[src/rtl/mc_ctrl_fsm.sv]
// mc_ctrl_fsm: multi-cycle main control unit for the MIPS core.
// Sequences fetch/decode/execute/memory/write-back over a shared ALU and a
// single memory port, with a memory watchdog, illegal-instruction trap and a
// retired-instruction counter.
// Ports:
//   clk, rst_n            - clock (rising edge), async active-low reset
//   run                   - fetch enable, sampled at instruction boundaries
//   opcode, funct         - IR[31:26], IR[5:0]
//   mem_ready             - memory completes the current request this cycle
//   mem_req..alu_op       - datapath / memory controls (registered, except
//                           ir_write/pc_write which follow mem_ready in FETCH)
//   fault, fault_code     - sticky fault flag and cause (01 timeout, 10 illegal)
//   retired               - count of completed instructions
module mc_ctrl_fsm #(
  parameter int unsigned MEM_TIMEOUT = 16,
  parameter int unsigned CNT_W       = 8
) (
  input  logic        clk,
  input  logic        rst_n,
  input  logic        run,
  input  logic [5:0]  opcode,
  input  logic [5:0]  funct,
  input  logic        mem_ready,
  output logic        mem_req,
  output logic        mem_we,
  output logic        i_or_d,
  output logic        ir_write,
  output logic        pc_write,
  output logic        pc_write_cond,
  output logic        pc_src,
  output logic        reg_write,
  output logic        reg_dst,
  output logic        mem_to_reg,
  output logic        alu_src_a,
  output logic [1:0]  alu_src_b,
  output logic [2:0]  alu_op,
  output logic        fault,
  output logic [1:0]  fault_code,
  output logic [31:0] retired
);

  localparam int unsigned OP_W  = 6;
  localparam int unsigned RET_W = 32;

  localparam logic [OP_W-1:0] OP_RTYPE    = 6'b000000;
  localparam logic [OP_W-1:0] OP_BEQ      = 6'b000100;
  localparam logic [OP_W-1:0] OP_SPECIAL2 = 6'b011100;
  localparam logic [OP_W-1:0] OP_LW       = 6'b100011;
  localparam logic [OP_W-1:0] OP_SW       = 6'b101011;
  localparam logic [OP_W-1:0] FN_CLZ      = 6'b100000;
  localparam logic [OP_W-1:0] FN_CLO      = 6'b100001;

  localparam logic [1:0] FC_TIMEOUT = 2'b01;
  localparam logic [1:0] FC_ILLEGAL = 2'b10;

  localparam bit             WD_EN   = (MEM_TIMEOUT != 0);
  localparam logic [CNT_W-1:0] WD_LAST = CNT_W'(MEM_TIMEOUT - 1);

  typedef enum logic [3:0] {
    S_IDLE, S_FETCH, S_DECODE, S_MEMADR, S_MEMRD, S_MEMWB,
    S_MEMWR, S_EXEC, S_ALUWB, S_BRANCH, S_FAULT
  } state_t;

  state_t           state, state_nxt;
  logic [CNT_W-1:0] wait_cnt, cnt_nxt;
  logic [1:0]       code_nxt;
  logic             retire, mem_wait, wd_expire;

  logic       mem_req_nxt, mem_we_nxt, i_or_d_nxt, pc_write_cond_nxt, pc_src_nxt;
  logic       reg_write_nxt, reg_dst_nxt, mem_to_reg_nxt, alu_src_a_nxt, fault_nxt;
  logic [1:0] alu_src_b_nxt;
  logic [2:0] alu_op_nxt;

  // Watchdog fires on the cycle whose increment would reach MEM_TIMEOUT,
  // so a memory state lasts at most MEM_TIMEOUT cycles; mem_ready wins.
  assign wd_expire = WD_EN && !mem_ready && (wait_cnt == WD_LAST);

  // IR and PC load on the handshake cycle itself, so these follow mem_ready.
  assign ir_write = (state == S_FETCH) && mem_ready;
  assign pc_write = (state == S_FETCH) && mem_ready;

  // Next state, watchdog counter, and controls decoded for the next state.
  always_comb begin
    state_nxt         = state;
    cnt_nxt           = wait_cnt;
    code_nxt          = fault_code;
    retire            = 1'b0;
    mem_wait          = 1'b0;
    mem_req_nxt       = 1'b0;
    mem_we_nxt        = 1'b0;
    i_or_d_nxt        = 1'b0;
    pc_write_cond_nxt = 1'b0;
    pc_src_nxt        = 1'b0;
    reg_write_nxt     = 1'b0;
    reg_dst_nxt       = 1'b0;
    mem_to_reg_nxt    = 1'b0;
    alu_src_a_nxt     = 1'b0;
    alu_src_b_nxt     = 2'b00;
    alu_op_nxt        = 3'b000;
    fault_nxt         = 1'b0;

    case (state)
      S_IDLE:   if (run) state_nxt = S_FETCH;
      S_FETCH: begin
        mem_wait = !mem_ready;
        if (mem_ready)      state_nxt = S_DECODE;
        else if (wd_expire) begin state_nxt = S_FAULT; code_nxt = FC_TIMEOUT; end
      end
      S_DECODE: begin
        case (opcode)
          OP_LW, OP_SW: state_nxt = S_MEMADR;
          OP_RTYPE:     state_nxt = S_EXEC;
          OP_BEQ:       state_nxt = S_BRANCH;
          OP_SPECIAL2: begin
            if (funct == FN_CLO || funct == FN_CLZ) state_nxt = S_EXEC;
            else begin state_nxt = S_FAULT; code_nxt = FC_ILLEGAL; end
          end
          default: begin state_nxt = S_FAULT; code_nxt = FC_ILLEGAL; end
        endcase
      end
      S_MEMADR: state_nxt = (opcode == OP_SW) ? S_MEMWR : S_MEMRD;
      S_MEMRD: begin
        mem_wait = !mem_ready;
        if (mem_ready)      state_nxt = S_MEMWB;
        else if (wd_expire) begin state_nxt = S_FAULT; code_nxt = FC_TIMEOUT; end
      end
      S_MEMWR: begin
        mem_wait = !mem_ready;
        if (mem_ready) begin
          retire    = 1'b1;
          state_nxt = run ? S_FETCH : S_IDLE;
        end else if (wd_expire) begin
          state_nxt = S_FAULT;
          code_nxt  = FC_TIMEOUT;
        end
      end
      S_EXEC:   state_nxt = S_ALUWB;
      S_MEMWB, S_ALUWB, S_BRANCH: begin
        retire    = 1'b1;
        state_nxt = run ? S_FETCH : S_IDLE;
      end
      S_FAULT:  state_nxt = S_FAULT;
      default:  state_nxt = S_IDLE;
    endcase

    if (state_nxt != state) cnt_nxt = '0;
    else if (mem_wait)      cnt_nxt = wait_cnt + CNT_W'(1);

    case (state_nxt)
      S_FETCH: begin
        mem_req_nxt   = 1'b1;
        alu_src_b_nxt = 2'b01;
        alu_op_nxt    = 3'b101;
      end
      S_DECODE: begin
        alu_src_b_nxt = 2'b11;
        alu_op_nxt    = 3'b101;
      end
      S_MEMADR: begin
        alu_src_a_nxt = 1'b1;
        alu_src_b_nxt = 2'b10;
        alu_op_nxt    = (opcode == OP_SW) ? 3'b110 : 3'b101;
      end
      S_MEMRD: begin
        mem_req_nxt = 1'b1;
        i_or_d_nxt  = 1'b1;
      end
      S_MEMWB: begin
        reg_write_nxt  = 1'b1;
        mem_to_reg_nxt = 1'b1;
      end
      S_MEMWR: begin
        mem_req_nxt = 1'b1;
        mem_we_nxt  = 1'b1;
        i_or_d_nxt  = 1'b1;
      end
      S_EXEC: begin
        alu_src_a_nxt = 1'b1;
        if (opcode == OP_SPECIAL2) alu_op_nxt = (funct == FN_CLO) ? 3'b001 : 3'b010;
      end
      S_ALUWB: begin
        reg_write_nxt = 1'b1;
        reg_dst_nxt   = 1'b1;
      end
      S_BRANCH: begin
        alu_src_a_nxt     = 1'b1;
        alu_op_nxt        = 3'b111;
        pc_src_nxt        = 1'b1;
        pc_write_cond_nxt = 1'b1;
      end
      S_FAULT:  fault_nxt = 1'b1;
      default: ;
    endcase
  end

  // State, counters and registered controls.
  always_ff @(posedge clk or negedge rst_n) begin
    if (!rst_n) begin
      state         <= S_IDLE;
      wait_cnt      <= '0;
      retired       <= '0;
      fault_code    <= 2'b00;
      fault         <= 1'b0;
      mem_req       <= 1'b0;
      mem_we        <= 1'b0;
      i_or_d        <= 1'b0;
      pc_write_cond <= 1'b0;
      pc_src        <= 1'b0;
      reg_write     <= 1'b0;
      reg_dst       <= 1'b0;
      mem_to_reg    <= 1'b0;
      alu_src_a     <= 1'b0;
      alu_src_b     <= 2'b00;
      alu_op        <= 3'b000;
    end else begin
      state         <= state_nxt;
      wait_cnt      <= cnt_nxt;
      if (retire) retired <= retired + RET_W'(1);
      fault_code    <= code_nxt;
      fault         <= fault_nxt;
      mem_req       <= mem_req_nxt;
      mem_we        <= mem_we_nxt;
      i_or_d        <= i_or_d_nxt;
      pc_write_cond <= pc_write_cond_nxt;
      pc_src        <= pc_src_nxt;
      reg_write     <= reg_write_nxt;
      reg_dst       <= reg_dst_nxt;
      mem_to_reg    <= mem_to_reg_nxt;
      alu_src_a     <= alu_src_a_nxt;
      alu_src_b     <= alu_src_b_nxt;
      alu_op        <= alu_op_nxt;
    end
  end

endmodule

[config.mk]
export PLATFORM = sky130hd
export DESIGN_NAME = mc_ctrl_fsm
export DESIGN_NICKNAME = d
export VERILOG_FILES = /design/src/rtl/mc_ctrl_fsm.sv
export SDC_FILE = /design/constraint.sdc
export NUM_CORES = 1
export LEC_CHECK = 0
export ABC_AREA = 1
export CORE_MARGIN = 2
export CORE_UTILIZATION = 52
export CTS_CLUSTER_DIAMETER = 120
export DETAILED_ROUTE_END_ITERATION = 16
export MAX_ROUTING_LAYER = met4
export PLACE_DENSITY = 0.92
export SYNTH_ARGS = -nofsm -noshare
export SYNTH_HDL_FRONTEND = slang
export SYNTH_SLANG_ARGS = --single-unit
[constraint.sdc]
create_clock -name clk -period 1.88 [get_ports clk]
set_clock_uncertainty 0.05 [all_clocks]
set_input_delay 0.47 -clock clk [delete_from_list [all_inputs] [get_ports clk]]
set_output_delay 0.47 -clock clk [all_outputs]
set_load 0.03 [all_outputs]
* Word-level counts from Yosys, hierarchy flattened
Index checks and enable logic that the tools add are counted.
Widths: inputs -> output; s select.
** Storage, ports and cells
- Flip-flop bits (word level) :: 60
- Bits in latches :: 0
- Bits in writable memories :: 0
- Bits in read-only memories :: 0
- Memories kept :: 0
** Operators by class
- Add/subtract/negate cells :: 2
- Multipliers :: 0
- Div/mod/pow operators :: 0
- Magnitude comparators :: 0
- Equal/unequal tests :: 32
- Shift operators :: 0
- Mux-type cells :: 34
- Bitwise operators :: 0
- Reductions and logical operators :: 18
** Operators by type and width (count)
- $pmux 4 s9 :: 1
- $add 32x1->32 const B :: 1
- $eq 4x3->1 const B :: 8
- $eq 4x4->1 const B :: 6
- $eq 6x6->1 const B :: 4
- $mux 4 :: 6
- $eq 4x2->1 const B :: 4
- $mux 8 :: 2
- $pmux 4 s4 :: 1
- $mux 2 :: 7
- $mux 1 :: 12
- $pmux 3 s4 :: 1
- $reduce_or 3->1 :: 4
- $add 8x1->8 const B :: 1
- $eq 4x1->1 const B :: 2
- $eq 8x4->1 const B :: 1
- $pmux 2 s2 :: 2
- $reduce_or 2->1 :: 4
- $eq 6x3->1 const B :: 1
- $eq 6x5->1 const B :: 1
- $logic_not 6->1 :: 1
- $pmux 2 s3 :: 1
- $reduce_and 5->1 :: 1
- $logic_not 4->1 :: 1
- other kinds (10) :: 13

* Logic depth before layout (Yosys ltp)
- Depth after elaboration :: 8
- Mapped depth :: 13
- Depth with buffers taken out :: 13

* Least setup slack after synthesis
OpenSTA, ideal clock, no wires.
- Kind :: reg-to-reg
- From :: register retired[2]
- To :: register retired[19]
- Library setup time :: 0.119 ns
- Arrival time :: 1.717 ns
- Data required time :: 1.711 ns
- Slack :: -0.005 ns
- Cell stages (with the launch flop) :: 12
- Clock period less this slack :: 1.885 ns
- Path through :: dfrtp_1 nand2_1 nor2_2 nand3_1 nor3_2 nand2_1 nor2_2 nand2_1 nor2_2 nand2_1 nor2_1 nor2_1
** On the way
- Word-level cells in the longest chain between the ends :: 1
** Ends and longest elaborated chain
- start: declaration :: line 39 : output logic [31:0] retired
- start signal: assignment :: line 218 : if (retire) retired <= retired + RET_W'(1);
- $add 32x1->32 :: line 218
No other way between the ends.
A chain may end at the register's enable or synchronous reset.

* Final worst setup path
- From :: register state[3]
- To :: register alu_op[0]
** On the way
- Word-level cells in the longest chain between the ends :: 6
- Elaborated cells on any way between the ends :: 25
** Ends and longest elaborated chain
- start: declaration :: line 64 : state_t state, state_nxt;
- start signal: assignment :: line 216 : state <= state_nxt;
- $eq 4x3->1 / $eq 4x4->1 (equally long branches) :: line 102 : case (state)
- $reduce_or 3->1 :: line 102
- $pmux 4 s9 * :: line 102
- via state_nxt[0] :: line 64
- $eq 4x2->1 / $eq 4x1->1 (equally long branches) :: line 149 : case (state_nxt)
- $reduce_or 2->1 (no source line)
- $pmux 3 s4 * :: line 149
- via alu_op_nxt[0] :: line 72 : logic [2:0] alu_op_nxt;
- end signal: assignment :: line 231 : alu_op <= alu_op_nxt;
- end: declaration :: line 36 : output logic [2:0] alu_op,
Mark *: on every way through the listed nets, which the timed path passes. The rest lies on a longest branch.

==> reports/metrics.yaml <==
vias: 3659
rows: 29
ys_warn_count: 0
met3WireLength_microns: 755
synth_compound_area_share_pct: 3.89
leakagePower_uw: 0.00271
power.density_mw_per_mm2: 1230
hold_viol: 0
syn-cell-area_sq_mm: 0.00338
hold_buffers: 0
routed_wirelength_mm: 11.1
synthXorXnorAreaFrac_pct: 9.60
cts_made_buffers: 9
place_inst: 602
synth-simple-area-share_pct: 34.2
largestRegisters: "retired: 32 flops, wait_cnt: 8 flops, state: 4 flops"
routedWlPerCell_microns: 17.4
wl_met1_mm: 3.94
synth_edf_count: 0
period_minus_slack_ps: 2080
diodes: 0
maxCapViolCount: 0
slew_violations: 0
crit_top_cell: "nand2_1"
insertion_delay_ps: 350
cts_root_buf: "clkbuf_8"
cp-end-kind: "flip-flop"
cp_cell_sequence: "inv_4 > nand2_1 > o21ai_1 > nand2_1 > buf_4 > nand2_2 > nand2_2 > nand3_4 > buf_4 > nand2_1 > nand3_1 > nand3b_1"
grt_overflow: 0
syn_nets: 442
fillCellCount: 385
start_util_pct: 53.5
outcome: "finished, violations left"
dp_hpwl_mm: 6.35
arrival_ps: 2240
synth_top_area_cell: "dfrtp_1"
syn_area_per_cell_sq_um: 7.96
place_area_sq_mm: 0.00440
startpoint_type: "flip-flop"
place_congestion: 0.960
synth-seq-cells: 60
rsz0062_at_grt: "yes"
finish.instance_area_sq_mm: 0.00496
ant_nets: 0
grt_max_degree: 61
peakVddDrop_uv: 895
areaGrowthSynthToFinish_pct: 46.8
crit_path_top_delay_cell: "dfrtp_2"
fin_tns_setup_ps: -2600
dp_slack_ps: -458
worstPathRequired_ps: 2040
die_h_microns: 84.6
synth.area.top_cells: "dfrtp_1, nand2_1, xor2_1"
antenna_found_initial: 0
clkSinkCount: 60
die-area_sq_mm: 0.00715
syn_inst: 424
worstPathMaxFanout: 5
worst-setup-path-type: "reg2reg"
grt_usage_pct: 28.7
clock.fmax_ghz: 0.481
core_sq_mm: 0.00631
ys_async_sr_fraction_pct: 100
die_x_microns: 84.6
top_layer: "met4"
wl_met2_mm: 5.96
h-tree-depth: 3
synthFlopType: "dfrtp_1"
synth_top_area_share_pct: 44.5
top_register: "retired"
slew_headroom_pct: 73.5
largest_reg_flops: 32
dr.first_iter.drc_count: 368
first_pass_iters: 5
vias_per_cell: 5.75
grt_pass1_wl_mm: 15.9
hp-class: "in2async"
drc: 0
ys_seq_area_share_pct: 44.5
synth_top_family_by_area: "simple AND/OR/NAND/NOR gates"
cts_tree: "done"
drive_gt1_share_pct: 27.9
synth_mux_area_share_pct: 0.297
tightest_slew_ps: 394
slowest_delay_ps: 470
fin_cells: 636
nets: 572
violations: "negative setup slack"
port_buffers: 66
synth_cell_types: 34
clk_path_buf_depth: 2
finalSetupViolations: 31
synthAdderAreaFrac_pct: 0.741
grt_pass1_vias: 3549
min_period_over_period_pct: 110
clk_pin_slew_ps: 80
io_pins: 67
fin_ws_ps: -197
==> path summary, 6_finish.rpt <==
kind | from | end | slack (ps) | cells after the start
worst max-delay path | state[3] | alu_op[0] | -200 | 12
worst min-delay path | rst_n | retired[17] | 70 | 2
worst max register to register | state[3] | alu_op[0] | -200 | 12
worst min register to register | fault_code[0] | fault_code[0] | 440 | 2
max in group asynchronous | rst_n | state[2] | 1410 | 2
min in group clk | fault_code[0] | fault_code[0] | 440 | 2
==> timing repair <==
| item | in CTS | in global routing |
|---|---|---|
| buffers inserted | 7 | 12 |
| endpoints found under the setup margin | 50 | 47 |
| pin swaps | 13 | 19 |
| resized for setup | 67 | 63 |
==> power breakdown <==
part	switching [uW]	total, uW	leakage, uW	internal (uW)
registers	210	1730	0.000797	1520
clock network	515	1140	0.0000997	623
logic	1980	3220	0.00181	1240
total	2710	6090	0.00271	3390
==> Yosys cell counts, types with 2 or more instances <==
library cell / instances
inv_1: 48
nor2_2: 10
xor2_1: 27
nor3_2: 2
inv_2: 5
nor2_1: 59
nand4_1: 17
a31oi_1: 2
nor3_1: 9
nand3_1: 30
nand2_1: 97
buf_4: 2
nand2_2: 7
nor4_1: 4
a21oi_1: 3
o21ai_0: 11
nand3_2: 3
dfrtp_1: 60
xnor2_1: 10
nand3b_1: 3
ha_1: 2
==> cells by family after synthesis <==
group / Yosys count
mux: 1
flops: 60
xor+xnor: 37
fa+ha+maj: 2
compound gates: 21
simple gates: 246
buf+inv: 57
==> layer usage <==
layer  GRT usage (%)  vias up
met1            30.0     1746
met5               -        -
met4            10.7        0
met3            5.80       55
li1                -     1618
met2            52.9      240
==> layout make-up <==
cell class	instances	area [sq um]	share of cell area (%)
inverters	53	216	4.37
clock buffers	15	186	3.76
repair buffers	123	1080	21.8
well taps	77	96.3	1.94
clock inverters	1	5.00	0.101
multi-input cells	307	1860	37.6
flip-flops and latches	60	1510	30.4
==> layout by cell type, fill, tap and decap left out, types with 4 or more instances in the layout <==
cell type,netlist,layout
nor2_2,10,16
nor2_1,59,41
nand2_1,97,84
clkdlybuf4s50_1,0,13
clkbuf_8,0,13
o21ai_0,11,8
nor2_4,0,12
nand3_2,3,9
nand2_2,7,16
xnor2_1,10,10
nand3_1,30,24
dfrtp_2,0,6
nor3_1,9,9
xor2_1,27,27
nor4_1,4,4
dlymetal6s2s_1,0,9
buf_6,1,5
nand2_4,1,5
inv_1,48,46
dfrtp_1,60,54
dlygate4sd2_1,0,41
nand4_1,17,17
buf_4,2,53
==> critical path: cells and delay by family, from the launching register on <==
family                 cells  cell delay [ps]
AND/OR/NAND/NOR            8              810
buffers and inverters      3              440
AO/OA/AOI/OAI              1              160
flip-flops                 1              470
==> per-stage QoR <==
stage	utilization [%]	total power, uW	hold slack, ps
3_5_place_dp	69.7	4110	437
5_1_grt	78.5	6320	110
2_1_floorplan	-	3170	124
6_report	78.5	6090	66.6
4_1_cts	73.9	5330	93.1
3_3_place_gp	69.7	4030	406
(Power assumes the default switching activity.)
